==> src/rtl/wb_pkg.sv <==
// rtl/wb_pkg.sv - shared constants and FSM state type for the writeback stage
// Contents: DATA_W, VEC_LANES, VEC_W, REG_AW, CNT_W (beat-counter width), wb_state_t.
package wb_pkg;
  localparam int DATA_W    = 32;
  localparam int VEC_LANES = 8;
  localparam int VEC_W     = DATA_W * VEC_LANES;
  localparam int REG_AW    = 5;
  localparam int CNT_W     = $clog2(VEC_LANES);

  typedef enum logic [1:0] {
    IDLE,
    GATHER,
    COMMIT
  } wb_state_t;
endpackage

==> src/rtl/vec_beat_assembler.sv <==
// rtl/vec_beat_assembler.sv - collects 32-bit load beats into one 256-bit vector word
// Ports:
//   clk, rst        clock, synchronous active-high reset
//   clear_i         drop the lane store and beat counter
//   beat_valid_i    store beat_data_i into the next lane (lane 0 first)
//   beat_data_i     beat payload
//   word_o          lane store with the current beat already inserted
//   done_o          the beat presented now fills the last lane
module vec_beat_assembler
  import wb_pkg::*;
(
  input  logic              clk,
  input  logic              rst,
  input  logic              clear_i,
  input  logic              beat_valid_i,
  input  logic [DATA_W-1:0] beat_data_i,
  output logic [VEC_W-1:0]  word_o,
  output logic              done_o
);

  localparam logic [CNT_W-1:0] LAST_LANE = CNT_W'(VEC_LANES - 1);

  logic [VEC_W-1:0] lanes_q;
  logic [CNT_W-1:0] cnt_q;

  always_ff @(posedge clk) begin
    if (rst || clear_i) begin
      lanes_q <= '0;
      cnt_q   <= '0;
    end else if (beat_valid_i) begin
      lanes_q[cnt_q*DATA_W +: DATA_W] <= beat_data_i;
      cnt_q                           <= cnt_q + 1'b1;
    end
  end

  // The finishing beat is merged combinationally so the owner can register
  // the complete word on the same edge the last beat arrives.
  always_comb begin
    word_o                          = lanes_q;
    word_o[cnt_q*DATA_W +: DATA_W]  = beat_data_i;
  end

  assign done_o = beat_valid_i && (cnt_q == LAST_LANE);

endmodule

==> src/rtl/writeback_stage.sv <==
// rtl/writeback_stage.sv - final pipeline stage driving the register-file write interface
// Ports:
//   clk, rst                          clock, synchronous active-high reset
//   in_valid / in_ready               retiring-instruction handshake from memory stage
//   in_wr_scalar, in_wr_vector        write-enable flags (vector wins if both set)
//   in_sel_mem                        1 = memory source, 0 = ALU source
//   in_rd, in_alu, in_mem_word        destination, ALU result, scalar load data
//   mem_beat_valid, mem_beat_data     vector-load beats
//   WRITEREGISTER_WB, WRITEREGISTERVEC_WB, RD_WB, INPUTDATA   registered write interface
module writeback_stage
  import wb_pkg::*;
(
  input  logic              clk,
  input  logic              rst,
  input  logic              in_valid,
  output logic              in_ready,
  input  logic              in_wr_scalar,
  input  logic              in_wr_vector,
  input  logic              in_sel_mem,
  input  logic [REG_AW-1:0] in_rd,
  input  logic [VEC_W-1:0]  in_alu,
  input  logic [DATA_W-1:0] in_mem_word,
  input  logic              mem_beat_valid,
  input  logic [DATA_W-1:0] mem_beat_data,
  output logic              WRITEREGISTER_WB,
  output logic              WRITEREGISTERVEC_WB,
  output logic [31:0]       RD_WB,
  output logic [VEC_W-1:0]  INPUTDATA
);

  wb_state_t         state_q;
  logic [REG_AW-1:0] vec_rd_q;
  logic              ws_q;
  logic              wv_q;
  logic [31:0]       rd_wb_q;
  logic [VEC_W-1:0]  data_q;
  logic              ready_q;

  logic [VEC_W-1:0]  asm_word;
  logic              asm_done;
  logic              xfer;

  // Beats only count while gathering; stray beats elsewhere never reach the lanes.
  vec_beat_assembler u_asm (
    .clk         (clk),
    .rst         (rst),
    .clear_i     (state_q == COMMIT),
    .beat_valid_i(mem_beat_valid && (state_q == GATHER)),
    .beat_data_i (mem_beat_data),
    .word_o      (asm_word),
    .done_o      (asm_done)
  );

  assign xfer = in_valid && ready_q;

  always_ff @(posedge clk) begin
    if (rst) begin
      state_q  <= IDLE;
      vec_rd_q <= '0;
      ws_q     <= 1'b0;
      wv_q     <= 1'b0;
      rd_wb_q  <= '0;
      data_q   <= '0;
      ready_q  <= 1'b1;
    end else begin
      ws_q <= 1'b0;
      wv_q <= 1'b0;
      case (state_q)
        IDLE, COMMIT: begin
          state_q <= IDLE;
          ready_q <= 1'b1;
          if (xfer && in_wr_vector && in_sel_mem) begin
            vec_rd_q <= in_rd;
            state_q  <= GATHER;
            ready_q  <= 1'b0;
          end else if (xfer && in_wr_vector) begin
            wv_q    <= 1'b1;
            rd_wb_q <= {{(32-REG_AW){1'b0}}, in_rd};
            data_q  <= in_alu;
          end else if (xfer && in_wr_scalar) begin
            ws_q    <= 1'b1;
            rd_wb_q <= {{(32-REG_AW){1'b0}}, in_rd};
            data_q  <= {{(VEC_W-DATA_W){1'b0}},
                        (in_sel_mem ? in_mem_word : in_alu[DATA_W-1:0])};
          end
        end
        GATHER: begin
          if (asm_done) begin
            state_q <= COMMIT;
            ready_q <= 1'b1;
            wv_q    <= 1'b1;
            rd_wb_q <= {{(32-REG_AW){1'b0}}, vec_rd_q};
            data_q  <= asm_word;
          end
        end
        default: begin
          state_q <= IDLE;
          ready_q <= 1'b1;
        end
      endcase
    end
  end

  assign in_ready            = ready_q;
  assign WRITEREGISTER_WB    = ws_q;
  assign WRITEREGISTERVEC_WB = wv_q;
  assign RD_WB               = rd_wb_q;
  assign INPUTDATA           = data_q;

endmodule

==> config.mk <==
export PLATFORM = sky130hd
export DESIGN_NAME = writeback_stage
export DESIGN_NICKNAME = d
export VERILOG_FILES = /design/src/rtl/wb_pkg.sv /design/src/rtl/vec_beat_assembler.sv /design/src/rtl/writeback_stage.sv
export SDC_FILE = /design/constraint.sdc
export NUM_CORES = 1
export LEC_CHECK = 0
export ABC_AREA = 0
export BUFFER_PORTS_ARGS = -buffer_cell sky130_fd_sc_hd__buf_2
export CAP_MARGIN = 20
export CELL_PAD_IN_SITES_DETAIL_PLACEMENT = 1
export CELL_PAD_IN_SITES_GLOBAL_PLACEMENT = 1
export CORE_ASPECT_RATIO = 0.5
export CORE_MARGIN = 10
export CORE_UTILIZATION = 42
export CTS_BUF_LIST = sky130_fd_sc_hd__clkbuf_8
export DETAILED_ROUTE_END_ITERATION = 10
export GPL_ROUTABILITY_DRIVEN = 0
export PLACE_DENSITY = 0.94
export REMOVE_ABC_BUFFERS = 1
export SYNTH_ARGS = -nofsm -noshare
export SYNTH_HDL_FRONTEND = slang
export SYNTH_HIERARCHICAL = 1
export SYNTH_SLANG_ARGS = --single-unit
==> constraint.sdc <==
create_clock -name clk -period 3.8 [get_ports clk]
set_input_delay 0.19 -clock clk [delete_from_list [all_inputs] [get_ports clk]]
set_output_delay 0.19 -clock clk [all_outputs]
set_load 0.005 [all_outputs]
==> results of run 1 <==
-- synthesized netlist by cell type (all sizes together), types with 5 or more instances --
cell and instances:
mux2i 347, clkbuf 221, o21ai 85, or3 5, mux2 122, o211ai 33
nand2 457, ha 8, dfxtp 530, nand3 108, nor2 10, a22oi 224
a211oi 229, inv 120, and3 26, a21oi 236, buf 142, nor2b 13
o221ai 32, and2 25
-- layer usage --
layer,GRT overflow,GRT usage [%]
met1,56,81.0
met2,176,92.1
met3,51,77.6
met4,131,74.6
met5,4,66.1
-- through the flow --
stage	util (%)	area [um2]
3_3_place_gp	47.9	30500
2_1_floorplan	-	25600
3_5_place_dp	47.9	30500
4_1_cts	55.3	35200
-- cell families after synthesis --
logic type,Yosys count,share of synthesized area [%]
AO/OA/AOI/OAI,843,24.3
AND/OR/NAND/NOR,661,10.5
flip-flops,530,38.9
buffers and inverters,483,8.15
multiplexers,469,17.8
adder cells (fa/ha/maj),8,0.367
other,1,0.0137
XOR/XNOR,1,0.0321
-- what timing repair did --
item,4_1_cts
endpoints found under the setup margin,0
endpoints found under the hold margin,317
gates resized for setup,0
hold buffers,309
==> flow_summary.toml, run 1 <==
[floorplanning]
start_util_pct = 42.9
rows = 65
io_pins = 623
die_x_um = 380
die-height_um = 200

[global_routing]
antenna_found_initial = 98
grt_max_degree = 164
grt.overflow.total = 418
grt.total_usage_pct = 82.2

[synthesis]
yosys_warnings = 6
seq_area_frac_synth_pct = 38.9
synthArstFlopShare_pct = 0
synthDistinctLibCells = 43
synth_edf_count = 0
yosys.area.top_type = "dfxtp_1"
synth_area_um2 = 27300
syn_area_per_cell_um2 = 9.11
ys_ff_latch = 530
yosysTopAreaCellShare_pct = 38.9
synthTopCellsByArea = "dfxtp_1 39%, mux2i_1 13%, a211oi_2 9.6%, nand2_1 6.3%, a22oi_1 6.2%"
synth_ff_type = "dfxtp_1"
syn-instance-count = 2996

[run_status]
haltStage = "5_1_grt"
firstError = "[ERROR GRT-0232] Routing congestion too high. Check the congestion heatmap in the GUI."
status = "aborted with a tool error"

[placed_design]
detailed_place_hpwl_um = 82400
post-place-ws_ns = 0.381
io_buffers = 595
placedCellCount = 4188

[timing]
worstEpCategory = "register input"
grt_repair_worst_endpoint = "INPUTDATA[193]$_SDFFE_PP0P_/D"

[clock_network]
cts_buffer_depth = 3
cts_made_buffers = 81
cts-root-buf = "clkbuf_8"
cts_max_level = 3
numClockSinks = 530
cts_setup_buffers = 0
==> run 2: changes to the inputs <==
--- a/config.mk
+++ b/config.mk
@@ -8,15 +8,11 @@
 export ABC_AREA = 0
 export BUFFER_PORTS_ARGS = -buffer_cell sky130_fd_sc_hd__buf_2
 export CAP_MARGIN = 20
-export CELL_PAD_IN_SITES_DETAIL_PLACEMENT = 1
-export CELL_PAD_IN_SITES_GLOBAL_PLACEMENT = 1
-export CORE_ASPECT_RATIO = 0.5
 export CORE_MARGIN = 10
-export CORE_UTILIZATION = 42
-export CTS_BUF_LIST = sky130_fd_sc_hd__clkbuf_8
+export CORE_UTILIZATION = 40
 export DETAILED_ROUTE_END_ITERATION = 10
 export GPL_ROUTABILITY_DRIVEN = 0
-export PLACE_DENSITY = 0.94
+export PLACE_DENSITY_LB_ADDON = 0.15
 export REMOVE_ABC_BUFFERS = 1
 export SYNTH_ARGS = -nofsm -noshare
 export SYNTH_HDL_FRONTEND = slang
==> flow_summary.toml, run 2 <==
[drt]
finalWirelength_um = 109000
post-route-drc-count = 0
drt_iter0_markers = 2312
drt_pass1_iterations = 6
post_drt_wl_per_cell_um = 23.6
vias = 26000
via_per_inst = 5.62
ant_nets = 0

[critical_path]
reg2reg_setup_slack_ns = 0.61
startpoint = "u_asm/cnt_q[2]$_SDFFE_PP0P_"
crit_path_start_kind = "register"
end_kind = "register"
cp.arrival_ns = 3.72
reg2reg_from = "u_asm/cnt_q[2]$_SDFFE_PP0P_"
cp_max_fo = 19
critPathRequiredTime_ns = 4.33
reg2reg_depth = 8
worstSetupPathType = "register to register"
r2r-end = "INPUTDATA[129]$_SDFFE_PP0P_"

[final_layout]
fill_cells = 6085
area_delta_synth_final_pct = 30.7
final_core_util_pct = 52.9
num-nets-final = 4036
multi_input_area_um2 = 14700
fin_cells = 4626
drive_above_1_share_pct = 29.8
finish.instance_area_um2 = 35700
mostFrequentLayoutCells = "594 x buf_2, 529 x dfxtp_1, 456 x nand2_1"
layout_commonest_cell = "buf_2"
final-seq-area_um2 = 10600

[global_routing]
grt.total_usage_pct = 26.2
grt_pass1_wl_um = 162000
antenna_found_initial = 18
grt_pass1_vias = 26500
grt.overflow.total = 0
grt_max_degree = 186

[clock_network]
cts-root-buf = "clkbuf_16"
cts_max_level = 2
cts_resized = 0
numClockSinks = 530
cts_made_buffers = 60
clk_pin_slew_ns = 0.06
tritoncts = "built"
cts_hold_repair.buffers = 308
cts_buffer_depth = 3
clock_latency_ns = 0.62
cts_setup_buffers = 0

[floorplanning]
io_pins = 623
die_x_um = 281
dieArea_um2 = 79100
rows = 95
coreArea_um2 = 67400
start_util_pct = 40.5
die-height_um = 281

[synthesis]
syn_area_per_cell_um2 = 9.11
yosysTopAreaCellShare_pct = 38.9
synth_edf_count = 0
synth.most_common_cell = "dfxtp_1"
ys_ff_latch = 530
synthTopCellsByArea = "dfxtp_1 39%, mux2i_1 13%, a211oi_2 9.6%, nand2_1 6.3%, a22oi_1 6.2%"
synthTopCellsByCount = "530 x dfxtp_1, 457 x nand2_1, 347 x mux2i_1"
synthArstFlopShare_pct = 0
synthDistinctLibCells = 43
yosys_warnings = 6
syn-instance-count = 2996
seq_area_frac_synth_pct = 38.9
yosys.area.top_type = "dfxtp_1"
synth_ff_type = "dfxtp_1"
synth_area_um2 = 27300

[hold_path]
hp-start = "in_alu[122]"
worstHoldEndpoint = "INPUTDATA[122]$_SDFFE_PP0P_"
hold_path.class = "input port to register"
hold_path_depth = 3

[placed_design]
place_area_um2 = 30600
placedCellCount = 4199
detailed_place_hpwl_um = 70100
io_buffers = 595
post-place-ws_ns = 0.684

[power]
cellPowerDensity_nw_per_um2 = 393
power.leakage_nw = 14.4
power_mw = 14.0
peakVddDrop_v = 0.000351

[timing]
whs_ns = 0.0296
setup_viol = 0
tightest_slew_ns = 1.10
min_period_ns = 3.19
min_period_over_period_pct = 83.9
rsz0062_at_grt = "false"
hold_viol_final = 0
tns_ns = 0
slew-limit-headroom_pct = 26.7
slew_violations = 0
fin_skew_ns = 0.0198
fmaxAchievable_mhz = 314
setup_ws_ns = 0.612

[run_status]
status = "completed"

[job]
maxCapViolations = 0
-- run 2: kinds of logic after synthesis --
| logic type | share of synthesized area, % |
|---|---|
| other | 0.0137 |
| AO/OA/AOI/OAI | 24.3 |
| flip-flops | 38.9 |
| buffers and inverters | 8.15 |
| XOR/XNOR | 0.0321 |
| multiplexers | 17.8 |
| adder cells (fa/ha/maj) | 0.367 |
| AND/OR/NAND/NOR | 10.5 |
-- run 2: routing by layer --
metal	GRT usage, %	up-vias	wire (um)
met5	0	-	21
met4	10.9	4	4220
met3	4.92	216	7290
met2	44.4	1060	52700
met1	32.0	12600	45100
li1	-	12100	-
-- run 2: worst max-delay path, cell delays in order, from the launching register on --
cell and delay [ns]:
dfxtp_1 0.65, inv_1 0.13, ha_1 0.26, or3_1 0.33
or3b_2 0.75, buf_4 0.38, mux2i_1 0.20, a22oi_1 0.12
a211oi_2 0.27
-- run 2: cell type report --
class	instances	area share (%)
Tap cell	873	3.06
Inverter	120	1.26
Timing Repair Buffer	975	19.3
Multi-Input combinational cell	2009	41.2
Sequential cell	530	29.7
Antenna cell	14	0.0982
Clock inverter	18	0.565
Clock buffer	87	4.80
-- run 2: how the worst max path moves through the flow --
stage          slack [ns]  cells after the start                          end
3_5_place_dp         0.68                      8  INPUTDATA[133]$_SDFFE_PP0P_
6_report             0.61                      8  INPUTDATA[129]$_SDFFE_PP0P_
4_1_cts              0.65                      8  INPUTDATA[129]$_SDFFE_PP0P_
5_1_grt              0.50                      8  INPUTDATA[135]$_SDFFE_PP0P_
2_1_floorplan      -15.18                      7  INPUTDATA[232]$_SDFFE_PP0P_
3_3_place_gp         0.73                      8  INPUTDATA[132]$_SDFFE_PP0P_
-- run 2: power breakdown --
| group | leakage (nW) | internal [mW] | switching, mW | total [mW] |
|---|---|---|---|---|
| combinational | 9.12 | 0.977 | 1.30 | 2.28 |
| sequential | 4.31 | 5.81 | 0.143 | 5.95 |
| clock | 0.937 | 3.37 | 2.42 | 5.79 |
| total | 14.4 | 10.2 | 3.86 | 14.0 |
(Power assumes the default switching activity.)
